### src/rtl/gamma_pkg.sv
// Shared gamma-select definitions: level range, controller states and the
// level-to-display-code mapping used by the LUT loader and the 7-seg decoder.
package gamma_pkg;

  localparam int GAMMA_LEVELS  = 10;
  localparam int GAMMA_RST_LVL = 4;

  typedef logic [3:0]              lvl_t;
  typedef logic [GAMMA_LEVELS-1:0] dig_t;

  typedef enum logic [1:0] {
    ST_IDLE     = 2'd0,
    ST_WAIT_FRM = 2'd1,
    ST_REQ      = 2'd2
  } gamma_state_t;

  // Code 0 is the neutral 1.0 setting so the display and LUT default to slot 0.
  function automatic lvl_t lvl2code(input lvl_t lvl);
    if (lvl == lvl_t'(GAMMA_RST_LVL))
      return lvl_t'(0);
    else if (lvl < lvl_t'(GAMMA_RST_LVL))
      return lvl + lvl_t'(1);
    else
      return lvl;
  endfunction

endpackage

### src/rtl/key_debounce.sv
// Active-low pushbutton conditioner: 2-FF synchronizer, stability counter,
// and a single-cycle press pulse on the debounced release->press transition.
module key_debounce #(
  parameter int DEB_CYCLES = 50000,
  parameter int DEB_W      = 16
) (
  input  logic clk,
  input  logic rst_n,
  input  logic key,
  output logic press
);

  localparam logic [DEB_W-1:0] CNT_LAST = DEB_W'(DEB_CYCLES - 1);

  logic             sync1;
  logic             sync2;
  logic             deb;
  logic [DEB_W-1:0] cnt;

  // Any return of the synchronized level to the debounced one restarts the count.
  always_ff @(posedge clk or negedge rst_n) begin
    if (!rst_n) begin
      sync1 <= 1'b1;
      sync2 <= 1'b1;
      deb   <= 1'b1;
      cnt   <= '0;
      press <= 1'b0;
    end else begin
      sync1 <= key;
      sync2 <= sync1;
      press <= 1'b0;
      if (sync2 == deb) begin
        cnt <= '0;
      end else if (cnt == CNT_LAST) begin
        deb   <= sync2;
        cnt   <= '0;
        press <= deb;
      end else begin
        cnt <= cnt + DEB_W'(1);
      end
    end
  end

endmodule

### src/rtl/gamma_sel_ctrl.sv
// Gamma selection controller: steps a pending level from two debounced keys and
// commits it to the LUT loader at frame boundaries through a req/ack handshake.
module gamma_sel_ctrl
  import gamma_pkg::*;
#(
  parameter int DEB_CYCLES = 50000,
  parameter int DEB_W      = 16
) (
  input  logic        iCLK,
  input  logic        iRST_N,
  input  logic        iKEY_UP,
  input  logic        iKEY_DN,
  input  logic        iVS_PULSE,
  input  logic        iLOAD_ACK,
  output logic        oLOAD_REQ,
  output logic [3:0]  oLOAD_SEL,
  output logic [3:0]  oGAMMA_SEL,
  output logic [9:0]  oDIG,
  output logic        oBUSY
);

  logic up_ev;
  logic dn_ev;

  key_debounce #(.DEB_CYCLES(DEB_CYCLES), .DEB_W(DEB_W)) u_key_up (
    .clk   (iCLK),
    .rst_n (iRST_N),
    .key   (iKEY_UP),
    .press (up_ev)
  );

  key_debounce #(.DEB_CYCLES(DEB_CYCLES), .DEB_W(DEB_W)) u_key_dn (
    .clk   (iCLK),
    .rst_n (iRST_N),
    .key   (iKEY_DN),
    .press (dn_ev)
  );

  gamma_state_t state_q, state_d;
  lvl_t         pending_q;
  lvl_t         applied_q, applied_d;
  lvl_t         load_lvl_q, load_lvl_d;
  lvl_t         load_sel_q, load_sel_d;
  lvl_t         gamma_sel_q, gamma_sel_d;
  logic         req_q, req_d;
  dig_t         dig_q;

  // Coincident up/down events cancel; both directions saturate.
  always_ff @(posedge iCLK or negedge iRST_N) begin
    if (!iRST_N) begin
      pending_q <= lvl_t'(GAMMA_RST_LVL);
      dig_q     <= dig_t'(1);
    end else begin
      if (up_ev && !dn_ev && pending_q != lvl_t'(GAMMA_LEVELS - 1))
        pending_q <= pending_q + lvl_t'(1);
      else if (dn_ev && !up_ev && pending_q != lvl_t'(0))
        pending_q <= pending_q - lvl_t'(1);
      dig_q <= dig_t'(1) << lvl2code(pending_q);
    end
  end

  always_comb begin
    state_d     = state_q;
    applied_d   = applied_q;
    load_lvl_d  = load_lvl_q;
    load_sel_d  = load_sel_q;
    gamma_sel_d = gamma_sel_q;
    req_d       = req_q;
    case (state_q)
      ST_IDLE: begin
        if (pending_q != applied_q)
          state_d = ST_WAIT_FRM;
      end
      ST_WAIT_FRM: begin
        // A cancelled change wins over a coincident frame strobe.
        if (pending_q == applied_q) begin
          state_d = ST_IDLE;
        end else if (iVS_PULSE) begin
          load_lvl_d = pending_q;
          load_sel_d = lvl2code(pending_q);
          req_d      = 1'b1;
          state_d    = ST_REQ;
        end
      end
      ST_REQ: begin
        if (iLOAD_ACK) begin
          req_d       = 1'b0;
          applied_d   = load_lvl_q;
          gamma_sel_d = load_sel_q;
          state_d     = ST_IDLE;
        end
      end
      default: begin
        state_d = ST_IDLE;
        req_d   = 1'b0;
      end
    endcase
  end

  always_ff @(posedge iCLK or negedge iRST_N) begin
    if (!iRST_N) begin
      state_q     <= ST_IDLE;
      applied_q   <= lvl_t'(GAMMA_RST_LVL);
      load_lvl_q  <= lvl_t'(GAMMA_RST_LVL);
      load_sel_q  <= lvl_t'(0);
      gamma_sel_q <= lvl_t'(0);
      req_q       <= 1'b0;
    end else begin
      state_q     <= state_d;
      applied_q   <= applied_d;
      load_lvl_q  <= load_lvl_d;
      load_sel_q  <= load_sel_d;
      gamma_sel_q <= gamma_sel_d;
      req_q       <= req_d;
    end
  end

  assign oLOAD_REQ  = req_q;
  assign oLOAD_SEL  = load_sel_q;
  assign oGAMMA_SEL = gamma_sel_q;
  assign oDIG       = dig_q;
  assign oBUSY      = (state_q != ST_IDLE) || (pending_q != applied_q);

endmodule

### config.mk
export PLATFORM = sky130hd
export DESIGN_NAME = gamma_sel_ctrl
export DESIGN_NICKNAME = d
export VERILOG_FILES = /design/src/rtl/gamma_pkg.sv /design/src/rtl/key_debounce.sv /design/src/rtl/gamma_sel_ctrl.sv
export SDC_FILE = /design/constraint.sdc
export NUM_CORES = 1
export LEC_CHECK = 0
export ABC_AREA = 0
export ABC_CLOCK_PERIOD_IN_PS = 5180
export CORE_AREA = 2 2 77 79
export CTS_CLUSTER_SIZE = 40
export DETAILED_ROUTE_END_ITERATION = 16
export DIE_AREA = 0 0 79 81
export PLACE_DENSITY_LB_ADDON = 0.12
export SYNTH_ARGS = -nofsm -noshare
export SYNTH_HDL_FRONTEND = slang
export SYNTH_SLANG_ARGS = --single-unit
### constraint.sdc
create_clock -name iCLK -period 5.18 [get_ports iCLK]
set_input_delay 1.036 -clock iCLK [delete_from_list [all_inputs] [get_ports iCLK]]
set_output_delay 1.036 -clock iCLK [all_outputs]
set_load 0.02 [all_outputs]
======== After elaboration in Yosys (flattened, before gate mapping) ========
Cells that the tools add are included.
operators by class
  add/subtract/negate cells ............... 4
  order comparisons ....................... 1
  equal/unequal tests ..................... 15
  shift-type cells ........................ 1
  mux-type cells .......................... 21
  bitwise logic cells ..................... 4
  reduce and logical (&&, ||, !) cells .... 17
operators with widths
  operator                                                                       count
  16-bit two-way mux                                                             4
  16-bit by 1-bit adder with 16-bit output (second input constant)               2
  16-bit equality test (second input constant)                                   2
  4-bit two-way mux                                                              4
  1-bit by 4-bit << shifter with 10-bit output (first input constant)            1
  2-bit two-way mux                                                              4
  2-bit != test (second input constant)                                          4
  1-bit two-way mux                                                              7
  2-bit one-hot mux with 3 select lines                                          1
  2-bit AND reduction                                                            3
  3-bit AND reduction                                                            2
  4-bit by 1-bit adder with 4-bit output (second input constant)                 1
  4-bit by 3-bit equality test with 1-bit output (second input constant)         1
  4-bit equality test                                                            1
  1-bit logical AND                                                              4
  4-bit by 3-bit less-than comparator with 1-bit output (second input constant)  1
  4-bit != test                                                                  1
  4-bit != test (second input constant)                                          1
  1-bit NOT                                                                      4
  4-bit AND reduction                                                            1
  2-bit nonzero test                                                             2
  4-bit nonzero test                                                             1
  4-bit by 1-bit subtractor with 4-bit output (second input constant)            1
  3-bit != test (second input constant)                                          1
  7 further kinds                                                                9
storage, ports and cells
  flip-flop bits (word level) ............. 73
  logic and storage cells ................. 81

======== Longest topological paths before layout ========
Gate-level depths: netlist (run 1).
  depth in word-level cells ............... 5
  depth in mapped cells ................... 7
  gate-level depth less buffers ........... 6

======== Hierarchy ========
A second synthesis (run 1) with hierarchy kept.
second synthesis, totals
  cells, all modules ...................... 314
  area, all modules ....................... 3,646.0 µm²
modules (own cells, without submodules)
  module          instances  cells each  area an instance (µm²)
  key_debounce    2          93          1,063.5
  gamma_sel_ctrl  1          128         1,519.0

======== Least setup slack after synthesis (run 1) ========
No wires, ideal clock.
  kind .................................... reg2out
  from .................................... reg pending_q[3]
  to ...................................... out oBUSY
  arrival ................................. 1.332 ns
  path slack .............................. 2.812 ns
  cell stages (with the launch flop) ...... 5
  path through ............................ dfrtp_1 -> clkbuf_1 -> xor2_1 -> nor4_2 -> nand2_1
between the ends
  word-level cells in the longest chain between the ends .. 2
ends and longest elaborated chain
  item                      RTL line               text
  start: declaration        gamma_sel_ctrl.sv:40   lvl_t pending_q;
  start signal: assignment  gamma_sel_ctrl.sv:51   pending_q <= lvl_t'(GAMMA_RST_LVL);
  start signal: assignment  gamma_sel_ctrl.sv:55   pending_q <= pending_q + lvl_t'(1);
  start signal: assignment  gamma_sel_ctrl.sv:57   pending_q <= pending_q - lvl_t'(1);
  4-bit != test             gamma_sel_ctrl.sv:122  assign oBUSY = (state_q != ST_IDLE) || (pending_q != applied_q);
  1-bit logical OR          gamma_sel_ctrl.sv:122
  end: declaration          gamma_sel_ctrl.sv:19   output logic oBUSY
No other way between the ends.

======== Final worst setup path (run 1) ========
Ends and elaborated chain as after synthesis.

==> run summary, run 1 <==
status: completed
drt pass-1 iters: 4
hold crit path type: flop to flop
DRT iter0 DRCs: 151
setup_tns: 0 ns
crit path time final: 3.34 ns
worst setup margin: 1.84 ns
Worst setup EP type: output pin
Mapped Cells: 296
DR vias: 2215
Area growth, synth to finish: 16.9%
syn nets: 307
hold path cells: 0
CTS Sinks: 73
hpwl dp: 3.46 mm
Synth Flop Type: dfrtp_1
Max Slew Vio Count: 0
Slew HR: 42.2%
Root Buffer: clkbuf_8
Bufs on Longest Clock Path: 2
Worst Path Buf+Inv: 1
area leader, netlist: dfrtp_1
number of synthesized flops with an enable pin: 0
nets: 336
Synth Area per Inst: 11.2 um^2
Crit Path Max Fanout: 17
Die Ht: 81 um
VDD IR-drop max: 227 uV
final instance area: 0.00386 mm^2
Max stage delay on crit path: 0.67 ns
R2R setup slack: 3.24 ns
WP depth: 4
vias per inst: 5.47
WL per Instance: 13.2 um
placed inst area: 0.00362 mm^2
number of placed I/O pins: 26
pin count of the biggest net entering global routing: 74
Post-CTS Setup Repair Bufs: 0
Final period util: 64.5%
hold path startpoint: u_key_up.sync1$_DFF_PN1_
Routed WL: 5.35 mm
first-pass GRT wire length: 9.15 mm
dpl cells: 389
Reg-to-Reg Start: pending_q[0]$_DFFE_PN0P_
Pleak: 1.71 nW
CP cell instances: xor2_1 > nor4_2 > nand2_1 > clkdlybuf4s50_1
share of the synthesized area in the top cell type: 47.7%
Fmax: 299 MHz
cells on worst reg2reg path: 6
post-synthesis sequential area ratio: 55.7%
RSZ-0062 raised after global routing: false
CP top delay family: flip-flops
top post-synthesis cells by area: dfrtp_1, dfstp_2, xnor2_1
Tot GR Track Use: 18.6%
CP Data Required Time: 4.14 ns
Die Wd: 79 um
Yosys cell types: 43
area of the mapped netlist: 0.00330 mm^2
capturing point of the worst reg2reg path: oLOAD_SEL[1]$_DFFE_PN0P_
total grt overflow: 0
slew of the pin with the lowest slew margin: 0.868 ns
fin cells: 405
clock latency on the worst-skew pair: 0.35 ns
Ys Warns: 0
WHS Endpoint: u_key_up.sync2$_DFF_PN1_
clock slew at reported path FFs: 0.08 ns
initial core utilization: 58.2%
Fin. Hold Viols: 0
DRT antenna net count: 0
Max Cap Viol: 0
kind of launch point of the worst setup path: flop
core area: 0.00568 mm^2
critical setup path kind: flop to output pin
# DRC: 0
CP Data Arrival Time: 2.31 ns
Power Density: 295 mW/mm^2
Synth async-reset ratio: 100%
CTS buffer count: 9
initial antenna violation count: 0
Final setup viols: 0
diode count: 0
GP Congestion: 0.775
Synth Register Bits: 73
post-cts sizing count: 0
num rows: 28
vias in the first global route: 2041
Slowest-stage cell, CP: dfrtp_1
full die area: 0.00640 mm^2
Hold Buf Count CTS: 0
clock skew: 0.00639 ns
setup slack at placement: 2.21 ns
CTS H-tree depth: 3
PortBufs: 25
Power, Total: 1.14 mW
CTS tree: built
layout cells sized above 1: 13.3%
power breakdown:
group          leakage, nW  switching (mW)  internal, mW  total [mW]
Clock                0.115           0.215         0.319       0.535
Combinational        0.621          0.0175       0.00738      0.0249
Sequential           0.969         0.00503         0.576       0.581
worst register-to-register path: stages, from the launching register on:
cell	delay (ns)
dfrtp_1	0.54
inv_1	0.18
ha_1	0.25
nand2b_1	0.18
nand2b_1	0.12
a22o_1	0.26
mux2_1	0.31
cells in the final DEF (no fill, tap or decap), drive strengths merged, types with 4 or more instances in the layout:
cell type / n
nor2: 40
xnor2: 18
dfrtp: 63
mux2: 16
a21oi: 9
nor4: 6
ha: 5
o21ai: 8
inv: 8
dfstp: 10
nor3: 8
clkdlybuf4s50: 24
nand4: 9
nand3: 12
nand2b: 6
nor3b: 4
clkbuf: 9
xor2: 14
nand2: 15
and3: 6
worst max path at each step:
stage,startpoint,to,slack (ns)
floorplan,pending_q[3]$_DFFE_PN0P_,oBUSY,2.81
global placement,pending_q[3]$_DFFE_PN0P_,oBUSY,2.26
detailed placement,pending_q[3]$_DFFE_PN0P_,oBUSY,2.21
CTS,pending_q[3]$_DFFE_PN0P_,oBUSY,1.81
global route,pending_q[3]$_DFFE_PN0P_,oBUSY,1.65
finish,pending_q[3]$_DFFE_PN0P_,oBUSY,1.84
flip-flops by register name, indices dropped and copies added (netlist names):
name            flops
load_lvl_q          4
u_key_dn.cnt       16
state_q             2
pending_q           4
u_key_up.sync1      1
u_key_up.press      1
applied_q           4
u_key_dn.sync2      1
u_key_dn.press      1
oLOAD_REQ           1
u_key_up.cnt       16
u_key_dn.sync1      1
u_key_up.deb        1
u_key_up.sync2      1
oGAMMA_SEL          4
oLOAD_SEL           4
oDIG               10
u_key_dn.deb        1
cell families (layout without fill, tap and decap cells):
family | after synthesis | in the layout | share of synthesized area [%]
simple gates | 125 | 125 | 21.2
flops | 73 | 73 | 55.7
xor+xnor | 32 | 32 | 8.48
compound gates | 27 | 27 | 4.85
mux | 18 | 18 | 6.06
buf+inv | 16 | 50 | 1.82
fa+ha+maj | 5 | 5 | 1.89
per-layer routing:
layer,vias up,share of wire [%],GRT usage [%]
li1,1095,-,-
met1,1071,48,23.8
met2,37,46,29.6
met3,12,3.8,4.33
met4,0,2.0,10.3
met5,-,0,0
layout make-up:
cell class | count | area (um^2)
timing repair buffer | 26 | 253
multi-input combinational | 207 | 1410
clock inverter | 7 | 119
clock buffer | 9 | 124
sequential | 73 | 1840
fill | 435 | 1810
inverter | 8 | 30.0
tap | 75 | 93.8
synthesized netlist by cell type, types with 3 or more instances:
cell type / count
dfrtp_1: 63
nor2_1: 40
xnor2_1: 18
nand2_1: 15
xor2_1: 14
dfstp_2: 10
nand3_1: 10
a21oi_1: 9
mux2_2: 9
nand4_1: 9
clkbuf_1: 8
inv_1: 8
o21ai_0: 8
mux2_1: 7
nor3_1: 7
and3_1: 6
nand2b_1: 6
ha_1: 5
nor4_1: 5
nor3b_1: 4
a21o_1: 3
nor4b_1: 3
nor4bb_1: 3
or3_1: 3
through the flow:
stage	util, %	hold WS (ns)
global route	68.1	0.365
global placement	63.8	0.346
CTS	68.1	0.358
finish	68.1	0.359
detailed placement	63.8	0.348
floorplan	-	0.345
Note: power is estimated with default switching activity, not from simulation.
==> run 2: changes to the inputs <==
--- a/config.mk
+++ b/config.mk
@@ -6,11 +6,11 @@
 export NUM_CORES = 1
 export LEC_CHECK = 0
 export ABC_AREA = 0
-export ABC_CLOCK_PERIOD_IN_PS = 5180
-export CORE_AREA = 2 2 77 79
+export ABC_CLOCK_PERIOD_IN_PS = 2900
+export CORE_AREA = 2 2 83 85
 export CTS_CLUSTER_SIZE = 40
 export DETAILED_ROUTE_END_ITERATION = 16
-export DIE_AREA = 0 0 79 81
+export DIE_AREA = 0 0 85 87
 export PLACE_DENSITY_LB_ADDON = 0.12
 export SYNTH_ARGS = -nofsm -noshare
 export SYNTH_HDL_FRONTEND = slang
==> constraint.sdc (replaced) <==
create_clock -name iCLK -period 2.9 [get_ports iCLK]
set_input_delay 0.58 -clock iCLK [delete_from_list [all_inputs] [get_ports iCLK]]
set_output_delay 0.58 -clock iCLK [all_outputs]
set_load 0.02 [all_outputs]
==> run summary, run 2 (same netlist as run 1, synthesis figures left out) <==
CTS Sinks: 73 (unchanged)
most frequent cells in the layout: dfrtp_1, nor2_1, clkdlybuf4s50_1
total grt overflow: 0 (unchanged)
CP top delay family: flip-flops
Power, Total: 1.88 mW (+65%)
nets: 339 (+0.89%)
vias per inst: 5.34 (-2.3%)
Worst Path Buf+Inv: 1 (unchanged)
number of placed I/O pins: 26 (unchanged)
Switch Pwr: 416 uW (+75%)
Post-CTS Setup Repair Bufs: 0 (unchanged)
Internal Pwr Total: 1.46 mW (+62%)
PortBufs: 25 (unchanged)
dpl cells: 397 (+2.1%)
Power Density: 487 mW/mm^2 (+65%)
RSZ-0062 raised after global routing: false
Final period util: 92.6%
initial core utilization: 50.3% (-7.9 points)
Max Cap Viol: 0 (unchanged)
R2R setup slack: 0.84 ns (-2.40 ns)
initial antenna violation count: 0 (unchanged)
Clock Power Share: 42.2% (-4.7 points)
vias in the first global route: 2219 (+8.7%)
setup slack at placement: 0.557 ns (-1.65 ns)
clock slew at reported path FFs: 0.08 ns (about the same)
Die Ht: 87 um (+7.4%)
Root Buffer: clkbuf_8
Hold Buf Count CTS: 0 (unchanged)
drt pass-1 iters: 4 (unchanged)
fin cells: 413 (+2.0%)
CP Data Arrival Time: 2.10 ns (-0.21 ns)
Fin. Hold Viols: 0 (unchanged)
DR vias: 2206 (-0.41%)
Crit Path Max Fanout: 16 (-1)
DRT iter0 DRCs: 160 (+6.0%)
layout cells sized above 1: 13.8% (+0.48 points)
slew of the pin with the lowest slew margin: 0.515 ns (-0.353 ns)
kind of launch point of the worst setup path: flop
Max stage delay on crit path: 0.69 ns (+0.02 ns)
# DRC: 0 (unchanged)
final instance area: 0.00386 mm^2 (-0.13%)
Pleak: 1.70 nW (about the same)
full die area: 0.00740 mm^2 (+16%)
Tot GR Track Use: 17.3% (-1.3 points)
Max Slew Vio Count: 0 (unchanged)
setup_tns: 0 ns (unchanged)
CP cell instances: xor2_1 > nor4_2 > nand2_1 > clkdlybuf4s50_1
CTS H-tree depth: 3 (unchanged)
placed inst area: 0.00366 mm^2 (+1.1%)
first-pass GRT wire length: 10.2 mm (+12%)
Bufs on Longest Clock Path: 2 (unchanged)
Sw Share: 22.1% (+1.3 points)
hpwl dp: 3.85 mm (+11%)
GP Congestion: 0.747 (-3.7%)
hold crit path type: input pin to async pin
Fmax: 373 MHz
CTS buffer count: 9 (unchanged)
DRT antenna net count: 0 (unchanged)
Final setup viols: 0 (unchanged)
worst setup margin: 0.216 ns (-1.62 ns)
num rows: 30 (+7.1%)
CP Data Required Time: 2.32 ns (-1.82 ns)
VDD IR-drop max: 284 uV (+25%)
critical setup path kind: flop to output pin
Die Wd: 85 um (+7.6%)
Slowest-stage cell, CP: dfstp_2
core area: 0.00657 mm^2 (+16%)
Routed WL: 5.72 mm (+6.9%)
WP depth: 4 (unchanged)
Worst setup EP type: output pin
Slew HR: 65.6% (+23 points)
clock latency on the worst-skew pair: 0.34 ns (about the same)
pin count of the biggest net entering global routing: 39 (-47%)
most common cell after layout, fill and taps aside: dfrtp_1
cells on worst reg2reg path: 5 (-1)
Area growth, synth to finish: 16.8%
register share of total power: 55.2% (+4.2 points)
crit path time final: 2.68 ns
status: completed
WL per Instance: 13.9 um (+4.8%)
post-cts sizing count: 0 (unchanged)
diode count: 0 (unchanged)
clock skew: 0.00370 ns (-0.00269 ns)
Comb pwr share: 2.6% (+0.4 points)
CTS tree: built
[run 2: final cells by class]
cell class,instances,area [um^2]
fillers,563,2710
well taps,80,100
repair buffers,29,288
clock buffers,11,141
clock inverters,5,55.1
multi-input cells,207,1410
flip-flops and latches,73,1840
inverters,8,30.0
[run 2: path summary, 6_finish.rpt]
kind | startpoint | endpoint
worst max-delay path | pending_q[2]$_DFFE_PN1P_ | oBUSY
worst min-delay path | iRST_N | oDIG[7]$_DFF_PN0_
worst max register to register | pending_q[2]$_DFFE_PN1P_ | load_lvl_q[1]$_DFFE_PN0P_
worst min register to register | u_key_up.sync1$_DFF_PN1_ | u_key_up.sync2$_DFF_PN1_
max in group asynchronous | iRST_N | pending_q[2]$_DFFE_PN1P_
min in group iCLK | u_key_up.sync1$_DFF_PN1_ | u_key_up.sync2$_DFF_PN1_
[run 2: power groups by stage]
stage | Sequential (mW) | Combinational [mW] | Clock [mW]
6_report | 1.04 | 0.0487 | 0.793
5_1_grt | 1.04 | 0.0575 | 0.859
4_1_cts | 1.04 | 0.0514 | 0.815
3_5_place_dp | 1.06 | 0.0508 | 0
3_3_place_gp | 1.06 | 0.0500 | 0
2_1_floorplan | 1.06 | 0.0161 | 0
[run 2: per-layer routing]
metal  routed length, um  GRT usage [%]  up-vias
met5                   0              0        -
met4                  36           6.35        0
met3                 204           4.36        4
met2                2690           26.8       36
met1                2790           23.7     1064
li1                    -              -     1102
[run 2: worst reg2reg max path, stage by stage, from the launching register on]
cell	delay (ns)
dfstp_2	0.69
xor2_1	0.21
nor4_2	0.08
buf_4	0.15
nor3_4	0.43
mux2_1	0.38
[run 2: stage by stage]
| step | util, % | hold WS, ns |
|---|---|---|
| floorplan | - | 0.284 |
| global placement | 55.8 | 0.346 |
| detailed placement | 55.8 | 0.348 |
| CTS | 58.7 | 0.102 |
| global route | 58.7 | 0.110 |
| finish | 58.7 | 0.106 |
==> run 3: changes to the inputs <==
==> constraint.sdc (replaced) <==
create_clock -name iCLK -period 2.9 [get_ports iCLK]
set_input_delay 0.58 -clock iCLK [delete_from_list [all_inputs] [get_ports iCLK]]
set_output_delay 0.58 -clock iCLK [all_outputs]
set_load 0.005 [all_outputs]
==> run summary, run 3 (same netlist as run 1, synthesis figures left out) <==
status: completed
initial antenna violation count: 0 (unchanged)
Power Density: 509 mW/mm^2 (+4.5%)
GP Congestion: 0.804 (+7.7%)
CP startpoint: pending_q[2]$_DFFE_PN1P_
setup slack at placement: 0.515 ns (-0.0422 ns)
Post-CTS Setup Repair Bufs: 0 (unchanged)
clock latency on the worst-skew pair: 0.34 ns (about the same)
crit path time final: 2.74 ns (+0.0597 ns)
slew of the pin with the lowest slew margin: 0.518 ns (+0.00349 ns)
full die area: 0.00740 mm^2 (unchanged)
clock skew: 0.00813 ns (+0.00443 ns)
Final period util: 94.6% (+2.1 points)
CP top delay family: flip-flops
Max Slew Vio Count: 0 (unchanged)
Sw Share: 20.4% (-1.7 points)
Switch Pwr: 404 uW (-2.8%)
critical setup path kind: flop to output pin
filler cell count: 569 (+1.1%)
Slowest-stage cell, CP: dfstp_2
Root Buffer: clkbuf_8
nets: 338 (-0.29%)
final instance area: 0.00388 mm^2 (+0.65%)
PortBufs: 25 (unchanged)
pin count of the biggest net entering global routing: 74 (+90%)
Final setup viols: 0 (unchanged)
CP Data Arrival Time: 2.16 ns (+0.06 ns)
VDD IR-drop max: 336 uV (+18%)
drt pass-1 iters: 4 (unchanged)
clock slew at reported path FFs: 0.08 ns (about the same)
Fin. Hold Viols: 0 (unchanged)
Tot GR Track Use: 16.6% (-0.65 points)
Die Ht: 87 um (unchanged)
R2R setup slack: 0.97 ns (+0.13 ns)
hpwl dp: 3.66 mm (-4.9%)
CTS buffer count: 9 (unchanged)
vias in the first global route: 2037 (-8.2%)
Comb pwr share: 2.4% (-0.2 points)
Worst setup EP type: output pin
first-pass GRT wire length: 9.73 mm (-4.9%)
cells on worst reg2reg path: 4 (-1)
capturing point of the worst reg2reg path: load_lvl_q[1]$_DFFE_PN0P_
num rows: 30 (unchanged)
number of placed I/O pins: 26 (unchanged)
# DRC: 0 (unchanged)
Max stage delay on crit path: 0.70 ns (about the same)
WL per Instance: 13.6 um (-2.0%)
CTS tree: built
kind of launch point of the worst setup path: flop
Worst Path Buf+Inv: 1 (unchanged)
Internal Pwr Total: 1.57 mW (+7.5%)
Reg-to-Reg Start: pending_q[2]$_DFFE_PN1P_
Pleak: 1.72 nW (+0.97%)
register share of total power: 52.5% (-2.7 points)
Crit Path Max Fanout: 16 (unchanged)
Clock Power Share: 45.1% (+2.9 points)
Hold Buf Count CTS: 0 (unchanged)
setup_tns: 0 ns (unchanged)
initial core utilization: 50.3% (unchanged)
Slew HR: 65.4% (-0.23 points)
core area: 0.00657 mm^2 (unchanged)
most frequent cells in the layout: dfrtp_1, nor2_1, clkdlybuf4s50_1
most common cell after layout, fill and taps aside: dfrtp_1
Die Wd: 85 um (unchanged)
CTS Sinks: 73 (unchanged)
CP cell instances: xor2_1 > nor4_2 > nand2_1 > clkdlybuf4s50_1
diode count: 0 (unchanged)
DRT iter0 DRCs: 190 (+19%)
DR vias: 2180 (-1.2%)
layout cells sized above 1: 13.9% (+0.042 points)
DRT antenna net count: 0 (unchanged)
hold slack: 0.259 ns (+0.153 ns)
RSZ-0062 raised after global routing: false
CP Data Required Time: 2.32 ns (about the same)
CTS H-tree depth: 3 (unchanged)
vias per inst: 5.29 (-0.94%)
worst setup margin: 0.156 ns (-0.0597 ns)
post-cts sizing count: 0 (unchanged)
Area growth, synth to finish: 17.5%
Fmax: 364 MHz (-2.2%)
Max Cap Viol: 0 (unchanged)
Routed WL: 5.60 mm (-2.2%)
hold crit path type: input pin to async pin
post-route core utilization: 59.1% (+0.38 points)
Bufs on Longest Clock Path: 2 (unchanged)
placed inst area: 0.00365 mm^2 (-0.20%)
total grt overflow: 0 (unchanged)
## run 3: changes by cell type in the layout (fill, tap and decap cells not counted)
cell,delta
clkbuf_1,-1
bufinv_16,+1
buf_4,-1
clkbuf_8,+1
clkinvlp_4,-1
## run 3: through the flow
step,power [mW],std cells
detailed placement,1.11,396
floorplan,1.07,296
finish,1.98,412
global route,2.05,412
CTS,2.01,412
global placement,1.11,396
## run 3: layout make-up
cell class | count | area [um^2] | share of cell area (%)
flip-flops and latches | 73 | 1840 | 47.4
clock buffers | 11 | 151 | 3.90
clock inverters | 5 | 77.6 | 2.00
multi-input cells | 207 | 1410 | 36.2
well taps | 80 | 100 | 2.58
inverters | 8 | 30.0 | 0.773
repair buffers | 28 | 280 | 7.22
## run 3: worst register-to-register path: stages (launching register included)
cell and delay [ns]:
dfstp_2 0.70, xor2_1 0.21, nor4_2 0.10, nor3_4 0.44, mux2_1 0.37
## run 3: worst max path at each step
stage               endpoint  slack (ns)  depth (start not counted)
global route           oBUSY       0.008                          4
global placement       oBUSY        0.53                          4
detailed placement     oBUSY        0.52                          4
floorplan              oBUSY        1.11                          4
CTS                    oBUSY        0.13                          4
finish                 oBUSY        0.16                          4
## run 3: power by group through the flow
| stage | registers [mW] | clock network (mW) | logic (mW) |
|---|---|---|---|
| 2_1_floorplan | 1.06 | 0 | 0.0161 |
| 3_3_place_gp | 1.06 | 0 | 0.0488 |
| 3_5_place_dp | 1.06 | 0 | 0.0495 |
| 4_1_cts | 1.04 | 0.918 | 0.0497 |
| 5_1_grt | 1.04 | 0.956 | 0.0554 |
| 6_report | 1.04 | 0.892 | 0.0469 |
## run 3: layer usage
| metal | GRT usage [%] | vias up | wire (um) |
|---|---|---|---|
| met1 | 22.6 | 1042 | 2720 |
| met3 | 3.60 | 10 | 194 |
| met4 | 7.65 | 0 | 104 |
| met5 | 0 | - | 0 |
| li1 | - | 1089 | - |
| met2 | 25.7 | 39 | 2580 |
